File: config.mk
export PLATFORM = sky130hd
export DESIGN_NAME = gate_identifier_v
export DESIGN_NICKNAME = d
export VERILOG_FILES = /design/src/rtl/gate_id_pkg.sv /design/src/rtl/tt_classifier_v.sv /design/src/rtl/gate_identifier_v.sv
export SDC_FILE = /design/constraint.sdc
export NUM_CORES = 1
export LEC_CHECK = 0
export CORE_ASPECT_RATIO = 1.4
export CORE_MARGIN = 3
export CORE_UTILIZATION = 52
export DETAILED_ROUTE_END_ITERATION = 16
export PLACE_DENSITY = 0.75
export SLEW_MARGIN = 20
export SYNTH_ARGS = -nofsm -noshare
export SYNTH_HDL_FRONTEND = slang
export SYNTH_SLANG_ARGS = --single-unit
export TNS_END_PERCENT = 50
File: constraint.sdc
create_clock -name i_clk -period 1.7 [get_ports i_clk]
set_clock_uncertainty 0.05 [all_clocks]
set_input_delay 0.34 -clock i_clk [delete_from_list [all_inputs] [get_ports i_clk]]
set_output_delay 0.34 -clock i_clk [all_outputs]
set_load 0.02 [all_outputs]
File: src/rtl/gate_id_pkg.sv
// Shared constants for the gate identifier: known truth tables, function
// codes, field widths and the sweep FSM state encoding.
package gate_id_pkg;

    localparam int unsigned VEC_W  = 3;
    localparam int unsigned CNT_W  = 4;
    localparam int unsigned TT_W   = 8;
    localparam int unsigned CODE_W = 2;

    // Truth tables indexed by {a,b,c}
    localparam logic [TT_W-1:0] TT_XOR3  = 8'h96;
    localparam logic [TT_W-1:0] TT_NAND3 = 8'h7F;
    localparam logic [TT_W-1:0] TT_NOR3  = 8'h01;
    localparam logic [TT_W-1:0] TT_XNOR3 = 8'h69;

    localparam logic [CODE_W-1:0] CODE_XOR3  = 2'b00;
    localparam logic [CODE_W-1:0] CODE_NAND3 = 2'b01;
    localparam logic [CODE_W-1:0] CODE_NOR3  = 2'b10;
    localparam logic [CODE_W-1:0] CODE_XNOR3 = 2'b11;

    localparam logic [1:0] ST_IDLE_ENC  = 2'd0;
    localparam logic [1:0] ST_SWEEP_ENC = 2'd1;
    localparam logic [1:0] ST_DONE_ENC  = 2'd2;

    typedef enum logic [1:0] {
        ST_IDLE  = ST_IDLE_ENC,
        ST_SWEEP = ST_SWEEP_ENC,
        ST_DONE  = ST_DONE_ENC
    } state_e;

endpackage

File: src/rtl/tt_classifier_v.sv
// Combinational decoder from an 8-bit truth table to a 3-input gate code.
// Ports: tt (table in), code (function code), match (table is a known gate).
module tt_classifier_v
    import gate_id_pkg::*;
(
    input  logic [TT_W-1:0]   tt,
    output logic [CODE_W-1:0] code,
    output logic              match
);

    always_comb begin
        code  = CODE_XOR3;
        match = 1'b0;
        case (tt)
            TT_XOR3:  begin code = CODE_XOR3;  match = 1'b1; end
            TT_NAND3: begin code = CODE_NAND3; match = 1'b1; end
            TT_NOR3:  begin code = CODE_NOR3;  match = 1'b1; end
            TT_XNOR3: begin code = CODE_XNOR3; match = 1'b1; end
            default:  begin code = CODE_XOR3;  match = 1'b0; end
        endcase
    end

endmodule

File: src/rtl/gate_identifier_v.sv
// Sweeps all eight {a,b,c} vectors into an external gate, captures its truth
// table and identifies the gate function.
// Ports: i_clk, i_rst (async high), i_start; o_a/o_b/o_c drive the gate,
// i_f is its output; o_busy, o_done (pulse), o_table, o_code, o_match.
module gate_identifier_v
    import gate_id_pkg::*;
#(
    parameter int unsigned SETTLE_CYCLES = 2
) (
    input  logic              i_clk,
    input  logic              i_rst,
    input  logic              i_start,
    output logic              o_a,
    output logic              o_b,
    output logic              o_c,
    input  logic              i_f,
    output logic              o_busy,
    output logic              o_done,
    output logic [TT_W-1:0]   o_table,
    output logic [CODE_W-1:0] o_code,
    output logic              o_match
);

    if (SETTLE_CYCLES < 1 || SETTLE_CYCLES > 15) begin : g_bad_settle
        $error("gate_identifier_v: SETTLE_CYCLES must be in 1..15");
    end

    localparam logic [CNT_W-1:0] RELOAD = CNT_W'(SETTLE_CYCLES - 1);
    localparam logic [VEC_W-1:0] LAST_VEC = VEC_W'(7);

    state_e             state_q, state_d;
    logic [VEC_W-1:0]   idx_q, idx_d;
    logic [CNT_W-1:0]   cnt_q, cnt_d;
    logic [TT_W-1:0]    tt_q, tt_d;
    logic [CODE_W-1:0]  code_q, code_d;
    logic               match_q, match_d;
    logic               busy_q, busy_d;
    logic               done_q, done_d;

    logic [TT_W-1:0]    cls_tt;
    logic [CODE_W-1:0]  cls_code;
    logic               cls_match;

    // Only bit 7 is still outstanding when the sweep completes
    assign cls_tt = {i_f, tt_q[TT_W-2:0]};

    tt_classifier_v u_classifier (
        .tt    (cls_tt),
        .code  (cls_code),
        .match (cls_match)
    );

    // State and datapath registers
    always_ff @(posedge i_clk or posedge i_rst) begin
        if (i_rst) begin
            state_q <= ST_IDLE;
            idx_q   <= '0;
            cnt_q   <= '0;
            tt_q    <= '0;
            code_q  <= '0;
            match_q <= 1'b0;
            busy_q  <= 1'b0;
            done_q  <= 1'b0;
        end else begin
            state_q <= state_d;
            idx_q   <= idx_d;
            cnt_q   <= cnt_d;
            tt_q    <= tt_d;
            code_q  <= code_d;
            match_q <= match_d;
            busy_q  <= busy_d;
            done_q  <= done_d;
        end
    end

    // Next-state and next-register logic
    always_comb begin
        state_d = state_q;
        idx_d   = idx_q;
        cnt_d   = cnt_q;
        tt_d    = tt_q;
        code_d  = code_q;
        match_d = match_q;

        case (state_q)
            ST_IDLE: begin
                if (i_start) begin
                    state_d = ST_SWEEP;
                    idx_d   = '0;
                    cnt_d   = RELOAD;
                    tt_d    = '0;
                    code_d  = '0;
                    match_d = 1'b0;
                end
            end
            ST_SWEEP: begin
                if (cnt_q != '0) begin
                    cnt_d = cnt_q - CNT_W'(1);
                end else begin
                    tt_d[idx_q] = i_f;
                    if (idx_q != LAST_VEC) begin
                        idx_d = idx_q + VEC_W'(1);
                        cnt_d = RELOAD;
                    end else begin
                        // Return the gate inputs to 000 for IDLE
                        state_d = ST_DONE;
                        idx_d   = '0;
                        code_d  = cls_code;
                        match_d = cls_match;
                    end
                end
            end
            ST_DONE: begin
                state_d = ST_IDLE;
            end
            default: begin
                state_d = ST_IDLE;
                idx_d   = '0;
            end
        endcase

        busy_d = (state_d == ST_SWEEP);
        done_d = (state_d == ST_DONE);
    end

    assign o_a     = idx_q[2];
    assign o_b     = idx_q[1];
    assign o_c     = idx_q[0];
    assign o_busy  = busy_q;
    assign o_done  = done_q;
    assign o_table = tt_q;
    assign o_code  = code_q;
    assign o_match = match_q;

endmodule

# [Yosys cells after proc, flatten, opt, wreduce, memory -nomap -nowiden]
# Cells that the tools add are included.
[totals] register_bits=22 inputBits=4
[op_classes] add_sub_neg=2 order_cmp=2 eq_ne=13 muxes=28 n_bitwise=1 reduce_logical=9
[ops] cell="8-bit by 7-bit == test with 1-bit output, second input constant" count=2
[ops] cell="8-bit 2-to-1 mux" count=2
[ops] cell="8-bit one-hot mux with 2 select lines" count=1
[ops] cell="2-bit 2-to-1 mux" count=6
[ops] cell="4-bit 2-to-1 mux" count=3
[ops] cell="3-bit 2-to-1 mux" count=3
[ops] cell="3-bit one-hot mux with 3 select lines" count=1
[ops] cell="3-bit AND reduction" count=3
[ops] cell="8-bit bitwise mux" count=1
[ops] cell="8-bit by 1-bit == test with 1-bit output, second input constant" count=1
[ops] cell="8-bit == test, second input constant" count=1
[ops] cell="2-bit one-hot mux with 2 select lines" count=2
[ops] cell="4-bit one-hot mux with 2 select lines" count=1
[ops] cell="2-bit inequality test, second input constant" count=3
[ops] cell="3-bit inequality test, second input constant" count=2
[ops] cell="2-bit one-hot mux with 3 select lines" count=1
[ops] cell="1-bit 2-to-1 mux" count=5
[ops] cell="2-bit by 1-bit == test with 1-bit output, second input constant" count=2
[ops] cell="2-bit == test, second input constant" count=2
[ops] cell="3-bit by 4-bit < comparator with 1-bit output, second input constant" count=1
[ops] cell="4-bit AND reduction" count=1
[ops] cell="4-bit nonzero test" count=1
[ops] cell="4-bit OR reduction" count=1
[ops] cell="4-bit by 1-bit subtractor with 4-bit output, second input constant" count=1
[ops] cell="8 further kinds" count=8

# [Longest topological paths before layout]
# Gate-level depths: netlist of the first run.
[depth] ltp_word=7 ltp_mapped=7 depth_no_buf=7

# [Modules after synthesis]
# Synthesis of the first run repeated with hierarchy kept, for this count alone.
[unflattened] cells_unflattened=123 hier_area_um2=1290.0
[modules_own_cells] module="gate_identifier_v" n_inst=1 cells_per_inst=113 area_per_inst_um2=1201.2 seq_area_each_um2=550.5
[modules_own_cells] module="tt_classifier_v" n_inst=1 cells_per_inst=10 area_per_inst_um2=88.8 seq_area_each_um2=0.0

# [Worst setup path before layout of the first run]
# Ideal clock, no wire load.
[synth_path] path_type="reg-to-reg" start="reg idx_q[1]" end="reg code_q[0], in the netlist o_code[0]" setup_time_ps=128 arrival_time_ps=1479 t_required_ps=1522 slack_ps=43 path_stages_with_launch=5 n_path_buf=0 path_cell_list="dfrtp_1 ha_1 ha_1 a32oi_4 mux2_1"
[synth_between] elab_chain_len=3
[synth_lines] item="start: declaration" line_no="gate_identifier_v.sv:32" text="logic [VEC_W-1:0] idx_q, idx_d;"
[synth_lines] item="start signal: assignment" line_no="gate_identifier_v.sv:66" text="idx_q <= idx_d;"
[synth_lines] item="3-bit inequality test" line_no="gate_identifier_v.sv:101" text="if (idx_q != LAST_VEC) begin"
[synth_lines] item="2-bit inequality test (no line)"
[synth_lines] item="4-bit AND reduction (no line)"
[synth_lines] item="end signal: assignment" line_no="gate_identifier_v.sv:69" text="code_q <= code_d;"
[synth_lines] item="end: declaration" line_no="gate_identifier_v.sv:35" text="logic [CODE_W-1:0] code_q, code_d;"
# Every way passes these cells.
# A chain may end at the register's enable or synchronous reset.

# [Final worst setup path of the first run]
[layout_path] start="reg match_q, in the netlist o_match" end="out o_match"
[layout_rtl] item="start: declaration" line_no="gate_identifier_v.sv:36" text="logic match_q, match_d;"
[layout_rtl] item="start signal: assignment" line_no="gate_identifier_v.sv:70" text="match_q <= match_d;"
[layout_rtl] item="end: declaration" line_no="gate_identifier_v.sv:21" text="output logic o_match"
# No word-level cell between the ends.

==> results of run 1 <==
[synth_stat cells, types with 2 or more instances]
library cell	count	share of area, %
dfrtp_1	22	46
o21ai_0	19	7.9
inv_1	8	2.5
nor2_1	8	2.5
nand2_1	7	2.2
a21oi_1	5	2.1
a31oi_1	4	2.1
ha_1	4	4.2
clkbuf_1	3	0.94
nand2b_1	3	1.6
nor3_1	3	1.2
o21a_1	3	1.9
and3_1	2	1.0
buf_2	2	0.83
nand3_1	2	0.83
nor2b_1	2	1.0
o21ai_1	2	0.83
o31ai_1	2	1.2
[power groups by stage]
stage	clock network, mW	registers [mW]	logic, mW
4_1_cts	0.239	0.871	1.36
6_report	0.226	0.883	1.42
5_1_grt	0.259	0.918	1.58
3_3_place_gp	0	0.873	1.38
3_5_place_dp	0	0.880	1.42
2_1_floorplan	0	1.01	0.731
[placed cells by master (no fill, tap or decap), types with 3 or more instances in the layout]
cell             count
a31oi_1              4
nand2_1              7
clkbuf_4             3
dlymetal6s2s_1       3
dlygate4sd2_1       10
o21ai_0             19
buf_4               16
a21oi_1              5
inv_1                6
clkdlybuf4s50_1      6
nor2_1               8
dfrtp_1             22
nand2b_1             3
nor3_1               3
o21a_1               3
[worst min-delay path, cell delays in order]
cell             delay, ns
clkdlybuf4s50_1       0.39
inv_1                 0.05
buf_4                 0.28
[cell type report]
class / count / area [um^2] / share of cell area [%]
Multi-Input combinational cell: 85 / 629 / 39.9
Sequential cell: 22 / 551 / 34.9
Timing Repair Buffer: 36 / 317 / 20.1
Inverter: 8 / 30.0 / 1.90
Tap cell: 22 / 27.5 / 1.75
Clock buffer: 3 / 22.5 / 1.43
[per-layer routing]
layer	vias up	wire [um]	global-route usage, %
li1	505	-	-
met1	465	1080	25.3
met2	23	1330	34.5
met3	4	89	1.73
met4	0	34	6.23
met5	-	0	0
[path summary, 6_finish.rpt]
kind                               to  slack, ns  cells past startpoint
min reg2reg                   o_match       0.43                      2
max in group asynchronous  state_q[0]       1.06                      3
max reg2reg                  cnt_q[2]       0.09                      5
min                           o_match       0.31                      3
max                           o_match       0.06                      1
min in group i_clk            o_match       0.43                      2
[cells by family after synthesis]
kind of cell | Yosys count | share of synthesized area, %
flip-flops | 22 | 45.8
multiplexers | 2 | 1.77
AO/OA/AOI/OAI | 43 | 25.0
XOR/XNOR | 1 | 0.729
adder cells (fa/ha/maj) | 4 | 4.17
buffers and inverters | 14 | 5.21
AND/OR/NAND/NOR | 35 | 17.3
[stage by stage]
step           instance area (um^2)  total power [mW]  TNS, ns  utilization, %
4_1_cts                        1530              2.47        0            70.1
3_3_place_gp                   1510              2.25  -0.0104            69.2
6_report                       1580              2.53        0            72.4
2_1_floorplan                  1200              1.74        0               -
3_5_place_dp                   1510              2.30   -0.169            69.2
5_1_grt                        1580              2.76        0            72.4
[repair_timing]
item | in CTS | in global routing
pin swaps | 0 | 5
endpoints found under the setup margin | 17 | 13
setup buffers | 0 | 1
resized for setup | 12 | 12
[state kept, by name (all words and copies together) (netlist names)]
signal   count
o_table      8
cnt_q        4
idx_q        3
o_code       2
state_q      2
o_busy       1
o_done       1
o_match      1
==> qor.csv, run 1 <==
metric,value,unit
fin_cells,176,
drt-pass1-iter-count,4,
h-tree-depth,1,
crit_slowest_cell,clkdlybuf4s50_1,
drt_first_iter_violations,46,
drt_wl_total,2540,um
synth.distinct_cells,38,
numCtsBuffers,3,
viasPerCell,5.66,
finalSetupViolations,0,
whs,0.314,ns
ctsHoldBuffers,0,
dieArea,2930,um^2
place_ws,-0.0696,ns
critical-path-max-stage-delay,0.60,ns
grt-ovfl-total,0,
power_frac_comb,56.2,%
antenna_left,0,
start_util,55.2,%
netlist_instances,121,
synth-main-ff-cell,dfrtp_1,
fillers,176,
vdd_drop_max,1.01,mV
path_buf_inv,1,
wire_per_inst,14.4,um
antennaDiodeCount,0,
netSwitchingFraction,43.1,%
worstSetupStartpointType,flip-flop,
setup_ws,0.0590,ns
ys_async_sr_fraction,100,%
cts.path.max_buffers,2,
antenna_found_initial,0,
numPortBuffers,19,
cp_data_arrival_time,1.25,ns
clk_pin_slew,0.11,ns
hold_path.class,primary input to async pin,
p_int,1.44,mW
switchingPower,1.09,mW
critical-path-top-delay-family,buffers and inverters,
grt_max_degree,23,
min_period,1.64,ns
grt_pass1_wl,4420,um
drive_gt1_share,22.7,%
maxSlewViolCount,0,
cp_max_fo,2,
die_h,62.9,um
synth_area,1200,um^2
hold_viol,0,
synth_seq_area_share,45.8,%
io_pins,20,
synth_nets,129,
avgSynthCellArea,9.93,um^2
coreArea,2180,um^2
path_cells,clkdlybuf4s50_1,
cts_tree,yes,
grtUsageTotal,20.0,%
maxCapViolations,0,
crit_required,1.31,ns
hpwl,1850,um
dpl.cell_count,172,
drc_errors,0,
path_class,flip-flop to output port,
grt_pass1_vias,1005,
synth_edf_count,0,
relSlewSlack,78.6,%
worst_pin_slew,0.321,ns
cts-root-buf,clkbuf_4,
clock_sinks,22,
p_per_area,1610,nW/um^2
fin_nets,164,
insertion_delay,0.29,ns
seq_power_share,34.9,%
area_growth_syn_to_layout,31.2,%
yosysWarnings,0,
ys_ff_latch,22,
period_share,96.5,%
startpoint,o_match,
rsz0062_at_grt,false,
gp_congestion,0.784,
worstSetupEndpointType,output port,
fmax,609,MHz
p_leak,0.751,nW
clockPowerShare,8.9,%
vias,997,
regToRegStartpoint,idx_q[1],
die_w,46.6,um
rows,20,
outcome,"complete, no violations",
(Power assumes the default switching activity.)
==> run 2, diff against run 1 <==
--- a/config.mk
+++ b/config.mk
@@ -7,9 +7,9 @@
 export LEC_CHECK = 0
 export CORE_ASPECT_RATIO = 1.4
 export CORE_MARGIN = 3
-export CORE_UTILIZATION = 52
+export CORE_UTILIZATION = 30
 export DETAILED_ROUTE_END_ITERATION = 16
-export PLACE_DENSITY = 0.75
+export PLACE_DENSITY = 0.47
 export SLEW_MARGIN = 20
 export SYNTH_ARGS = -nofsm -noshare
 export SYNTH_HDL_FRONTEND = slang
==> run 2 against run 1 <==
Net effect: worst setup slack worse by 0.0085 ns; clock-buffer cell count up 1; sequential power decreased by 2%; die area increased by 64%.
==> qor.csv, run 2 (same netlist as run 1, synthesis figures left out) <==
metric,value,unit,change
netSwitchingFraction,41.0,%,-2.0 points
clock_sinks,22,,unchanged
h-tree-depth,1,,unchanged
clockPowerShare,14.2,%,+5.3 points
viasPerCell,5.11,,-9.8%
ff_latch_area,551,um^2,unchanged
drt_first_iter_violations,58,,+26%
worst_pin_slew,0.313,ns,-0.00846 ns
outcome,"complete, no violations",,
finalSetupViolations,0,,unchanged
antennaDiodeCount,0,,unchanged
maxCapViolations,0,,unchanged
grtUsageTotal,13.2,%,-6.8 points
vias,1001,,+0.40%
die_w,59.5,um,+28%
path_cells,"inv_1, ha_1, nor3b_4, buf_4, a32oi_4, mux2_4",,
fin_util,43.5,%,-29 points
path_buf_inv,2,,+1
cts_tree,yes,,
coreArea,3740,um^2,+72%
vdd_drop_max,0.855,mV,-16%
p_per_area,1660,nW/um^2,+3.2%
crit_required,1.80,ns,+0.49 ns
worstSetupEndpointType,flip-flop,,
die_h,80.9,um,+29%
period_share,97.0,%,+0.50 points
fmax,606,MHz,-0.52%
hpwl,2100,um,+14%
power_frac_comb,53.8,%,-2.4 points
hold_path.class,primary input to async pin,,
hold_viol,0,,unchanged
io_pins,20,,unchanged
drt_wl_total,2750,um,+8.4%
p_int,1.59,mW,+10%
layout_common_cells,"dfrtp_1, o21ai_0, buf_4, clkdlybuf4s50_1",,
insertion_delay,0.26,ns,-0.03 ns
rsz0062_at_grt,true,,
clk_pin_slew,0.09,ns,-0.02 ns
cp_data_arrival_time,1.75,ns,+0.50 ns
cts-root-buf,clkbuf_8,,
setup_ws,0.0505,ns,-0.00850 ns
drive_gt1_share,19.5,%,-3.2 points
seq_power_share,32.1,%,-2.8 points
fin_nets,163,,-0.61%
start_util,32.1,%,-23 points
critical-path-max-stage-delay,0.35,ns,-0.25 ns
maxSlewViolCount,0,,unchanged
fillers,360,,+100%
multi_input_area,618,um^2,-1.8%
drc_errors,0,,unchanged
worstSetupStartpointType,flip-flop,,
cts.path.max_buffers,2,,unchanged
total_power,2.70,mW,+6.6%
antenna_found_initial,0,,unchanged
final_common_cell,dfrtp_1,,
dieArea,4810,um^2,+64%
grt-ovfl-total,0,,unchanged
fin_cells,196,,+11%
critical-path-top-delay-family,flip-flops,,
area_growth_syn_to_layout,35.5,%,
gp_congestion,0.759,,-3.2%
whs,0.354,ns,+0.0400 ns
numCtsBuffers,3,,unchanged
antenna_left,0,,unchanged
crit_slowest_cell,dfrtp_1,,
ctsHoldBuffers,0,,unchanged
path_class,flip-flop to flip-flop,,
relSlewSlack,79.2,%,+0.57 points
numPortBuffers,19,,unchanged
wire_per_inst,14.0,um,-2.7%
grt_pass1_wl,4860,um,+9.8%
largest_reg_flops,8,,unchanged
drt-pass1-iter-count,4,,unchanged
place_ws,-0.0696,ns,+0.0000263 ns
cp_max_fo,3,,+1
p_leak,0.765,nW,+1.8%
dpl.cell_count,192,,+12%
switchingPower,1.11,mW,+1.6%
min_period,1.65,ns,+0.00850 ns
rows,26,,+30%
grt_max_degree,23,,unchanged
grt_pass1_vias,1040,,+3.5%
==> run 2: timing repair <==
item	CTS	global route
gates cloned	0	0
setup endpoints to repair	12	17
pin swaps	0	1
gates resized for setup	6	12
setup buffers	0	0
==> run 2: metrics by stage <==
stage | cell area [um^2] | TNS [ns]
floorplan | 1200 | 0
global placement | 1530 | -0.0906
detailed placement | 1530 | -0.507
CTS | 1590 | 0
global route | 1630 | -0.0448
finish | 1630 | 0
==> run 2: power by group through the flow <==
stage | combinational, mW | sequential [mW] | clock, mW
after floorplan | 0.731 | 1.01 | 0
after global placement | 1.44 | 0.865 | 0
after detailed placement | 1.46 | 0.870 | 0
after CTS | 1.45 | 0.862 | 0.393
after global routing | 1.64 | 0.899 | 0.416
final | 1.45 | 0.867 | 0.383
==> run 2: cell type report <==
| type | count | share of cell area, % |
|---|---|---|
| clock buffers | 4 | 3.38 |
| inverters | 8 | 1.84 |
| multi-input cells | 85 | 38.0 |
| flip-flops and latches | 22 | 33.8 |
| well taps | 42 | 3.23 |
| repair buffers | 35 | 19.8 |
==> run 2: path summary, 6_finish.rpt <==
path                           start        end  slack, ns  cells past startpoint
max                         cnt_q[0]  o_code[0]       0.05                      6
min                            i_rst    o_match       0.35                      3
max reg2reg                 cnt_q[0]  o_code[0]       0.05                      6
min reg2reg                o_code[1]  o_code[1]       0.44                      2
max in group asynchronous      i_rst   idx_q[0]       1.01                      3
min in group i_clk         o_code[1]  o_code[1]       0.44                      2
==> run 2: metal layers <==
metal  up-vias  track usage (%)  part of all wire, %
li1        506                -                    -
met1       475             15.5                   42
met2        18             23.5                   53
met3         2             1.91                  3.6
met4         0             4.76                 0.80
met5         -                0                    0
==> run 2: worst register-to-register path: stages, from the launching register on <==
cell     delay (ns)
dfrtp_1        0.35
inv_1          0.06
ha_1           0.21
nor3b_4        0.16
buf_4          0.16
a32oi_4        0.24
mux2_4         0.32
==> run 3, diff against run 2 <==
--- a/config.mk
+++ b/config.mk
@@ -9,8 +9,7 @@
 export CORE_MARGIN = 3
 export CORE_UTILIZATION = 30
 export DETAILED_ROUTE_END_ITERATION = 16
-export PLACE_DENSITY = 0.47
-export SLEW_MARGIN = 20
+export PLACE_DENSITY_LB_ADDON = 0.1
 export SYNTH_ARGS = -nofsm -noshare
 export SYNTH_HDL_FRONTEND = slang
 export SYNTH_SLANG_ARGS = --single-unit
==> constraint.sdc (replaced) <==
create_clock -name i_clk -period 1.4 [get_ports i_clk]
set_clock_uncertainty 0.05 [all_clocks]
set_input_delay 0.28 -clock i_clk [delete_from_list [all_inputs] [get_ports i_clk]]
set_output_delay 0.28 -clock i_clk [all_outputs]
set_load 0.02 [all_outputs]
==> run 3 against run 2 <==
Net effect: the run now ends with negative setup slack left; die area unchanged; total power increased by 46%; register-to-register slack got worse by 0.22 ns; critical path depth increased by 3; clock power increased by 21%; utilization increased by 7.7 points; final area increased by 18%; clock-buffer cell count unchanged; largest cell class unchanged; largest power group unchanged.
==> qor.csv, run 3 (same netlist as run 1, synthesis figures left out) <==
metric,value,unit,change
outcome,"finished, violations left",,
violations,negative setup slack,,
grt_max_degree,23,,unchanged
crit_required,1.49,ns,-0.31 ns
p_per_area,2060,nW/um^2,+24%
final_common_cell,buf_4,,
start_util,32.1,%,unchanged
setup_ws,-0.169,ns,-0.219 ns
gp_congestion,0.744,,-2.0%
reg2reg_depth,9,,+3
grtUsageTotal,14.5,%,+1.3 points
h-tree-depth,1,,unchanged
worstSetupStartpointType,flip-flop,,
coreArea,3740,um^2,unchanged
die_h,80.9,um,unchanged
vdd_drop_max,1.33,mV,+56%
antenna_found_initial,0,,unchanged
wire_per_inst,14.3,um,+2.0%
p_leak,0.876,nW,+15%
drive_gt1_share,46.4,%,+27 points
layout_common_cells,"buf_4, dfrtp_1, o21ai_1, dlygate4sd2_1, o21ai_0",,
drc_errors,0,,unchanged
min_period,1.57,ns,-0.0807 ns
clock_sinks,22,,unchanged
critical-path-max-stage-delay,0.39,ns,+0.04 ns
hpwl,2340,um,+11%
grt_pass1_vias,1178,,+13%
viasPerCell,5.05,,-1.0%
relSlewSlack,79.8,%,+0.60 points
period_share,112,%,+15 points
hold_viol,0,,unchanged
antenna_left,0,,unchanged
worst_pin_slew,0.303,ns,-0.00943 ns
cts-root-buf,clkbuf_8,,
cp_data_arrival_time,1.66,ns,-0.09 ns
total_power,3.95,mW,+46%
io_pins,20,,unchanged
drt-pass1-iter-count,4,,unchanged
fin_nets,190,,+17%
rows,26,,unchanged
largest_reg_flops,8,,unchanged
path_class,flip-flop to flip-flop,,
finalSetupViolations,20,,+20
crit_slowest_cell,dfrtp_1,,
hold_path.class,primary input to async pin,,
vias,1127,,+13%
grt_pass1_wl,5380,um,+11%
maxSlewViolCount,0,,unchanged
area_growth_syn_to_layout,59.4,%,
antennaDiodeCount,0,,unchanged
fmax,637,MHz,+5.1%
numCtsBuffers,3,,unchanged
path_cells,"inv_2, ha_4, nor3b_4, buf_6, buf_4, buf_12, nor2_1, a21oi_1, o21ai_1",,
fin_util,51.2,%,+7.7 points
cts.path.max_buffers,2,,unchanged
rsz0062_at_grt,true,,
insertion_delay,0.26,ns,about the same
setup-tns-final,-1.75,ns,-1.75 ns
cp_max_fo,5,,+2
dieArea,4810,um^2,unchanged
ctsHoldBuffers,0,,unchanged
numPortBuffers,19,,unchanged
drt_first_iter_violations,15,,-74%
fillers,353,,-1.9%
cts_tree,yes,,
worstSetupEndpointType,flip-flop,,
drt_wl_total,3190,um,+16%
maxCapViolations,0,,unchanged
grt-ovfl-total,0,,unchanged
clk_pin_slew,0.08,ns,about the same
die_w,59.5,um,unchanged
run 3: cell types whose count changed in the layout (fill, tap and decap cells not counted), moves of 4 or more:
cell	delta
buf_4	+21
o21ai_0	-9
clkdlybuf4s50_1	-7
dlygate4sd2_1	+7
o21ai_1	+7
buf_6	+5
dlymetal6s2s_1	-5
inv_1	-4
inv_2	+4
run 3: through the flow:
stage | hold slack (ns) | setup slack [ns] | instance area, um^2 | cells
after floorplan | 0.219 | -0.175 | 1260 | 121
after global placement | 0.414 | -0.278 | 1720 | 209
after detailed placement | 0.425 | -0.322 | 1720 | 209
after CTS | 0.306 | -0.136 | 1850 | 218
after global routing | 0.326 | -0.265 | 1910 | 223
final | 0.298 | -0.169 | 1910 | 223
run 3: path summary, 6_finish.rpt:
path | slack (ns) | endpoint | startpoint
setup / recovery | -0.17 | idx_q[0] | cnt_q[1]
hold / removal | 0.30 | o_done | i_rst
setup reg to reg | -0.17 | idx_q[0] | cnt_q[1]
hold reg to reg | 0.44 | o_match | o_match
max in group asynchronous | 0.75 | idx_q[1] | i_rst
min in group i_clk | 0.44 | o_match | o_match
run 3: layer usage:
metal | global-route usage (%) | share of wire (%)
met5 | 0 | 0
met4 | 3.40 | 0.66
met3 | 1.91 | 2.8
met2 | 27.0 | 56
met1 | 16.9 | 41
run 3: critical path: cells and delay by family, from the launching register on:
kind | cells | cell delay, ns
buffers and inverters | 4 | 0.45
flip-flops | 1 | 0.39
AND/OR/NAND/NOR | 2 | 0.24
AO/OA/AOI/OAI | 2 | 0.19
adder cells (fa/ha/maj) | 1 | 0.13
run 3: report_power, final:
group	total (mW)	leakage [nW]	switching, mW	internal, mW
logic	2.43	0.572	1.17	1.26
clock network	0.462	0.0288	0.211	0.251
registers	1.06	0.276	0.199	0.861
total	3.95	0.876	1.58	2.37
run 3: cell type report:
cell class | count | area [um^2] | area share [%]
multi-input cells | 85 | 713 | 37.3
well taps | 42 | 52.6 | 2.75
repair buffers | 62 | 509 | 26.6
inverters | 8 | 30.0 | 1.57
flip-flops and latches | 22 | 554 | 29.0
clock buffers | 4 | 55.1 | 2.88
run 3: timing repair:
| action | in CTS | in global routing |
|---|---|---|
| pin swaps | 10 | 6 |
| gates resized for setup | 50 | 14 |
| endpoints found under the setup margin | 36 | 24 |
| buffers inserted | 5 | 5 |
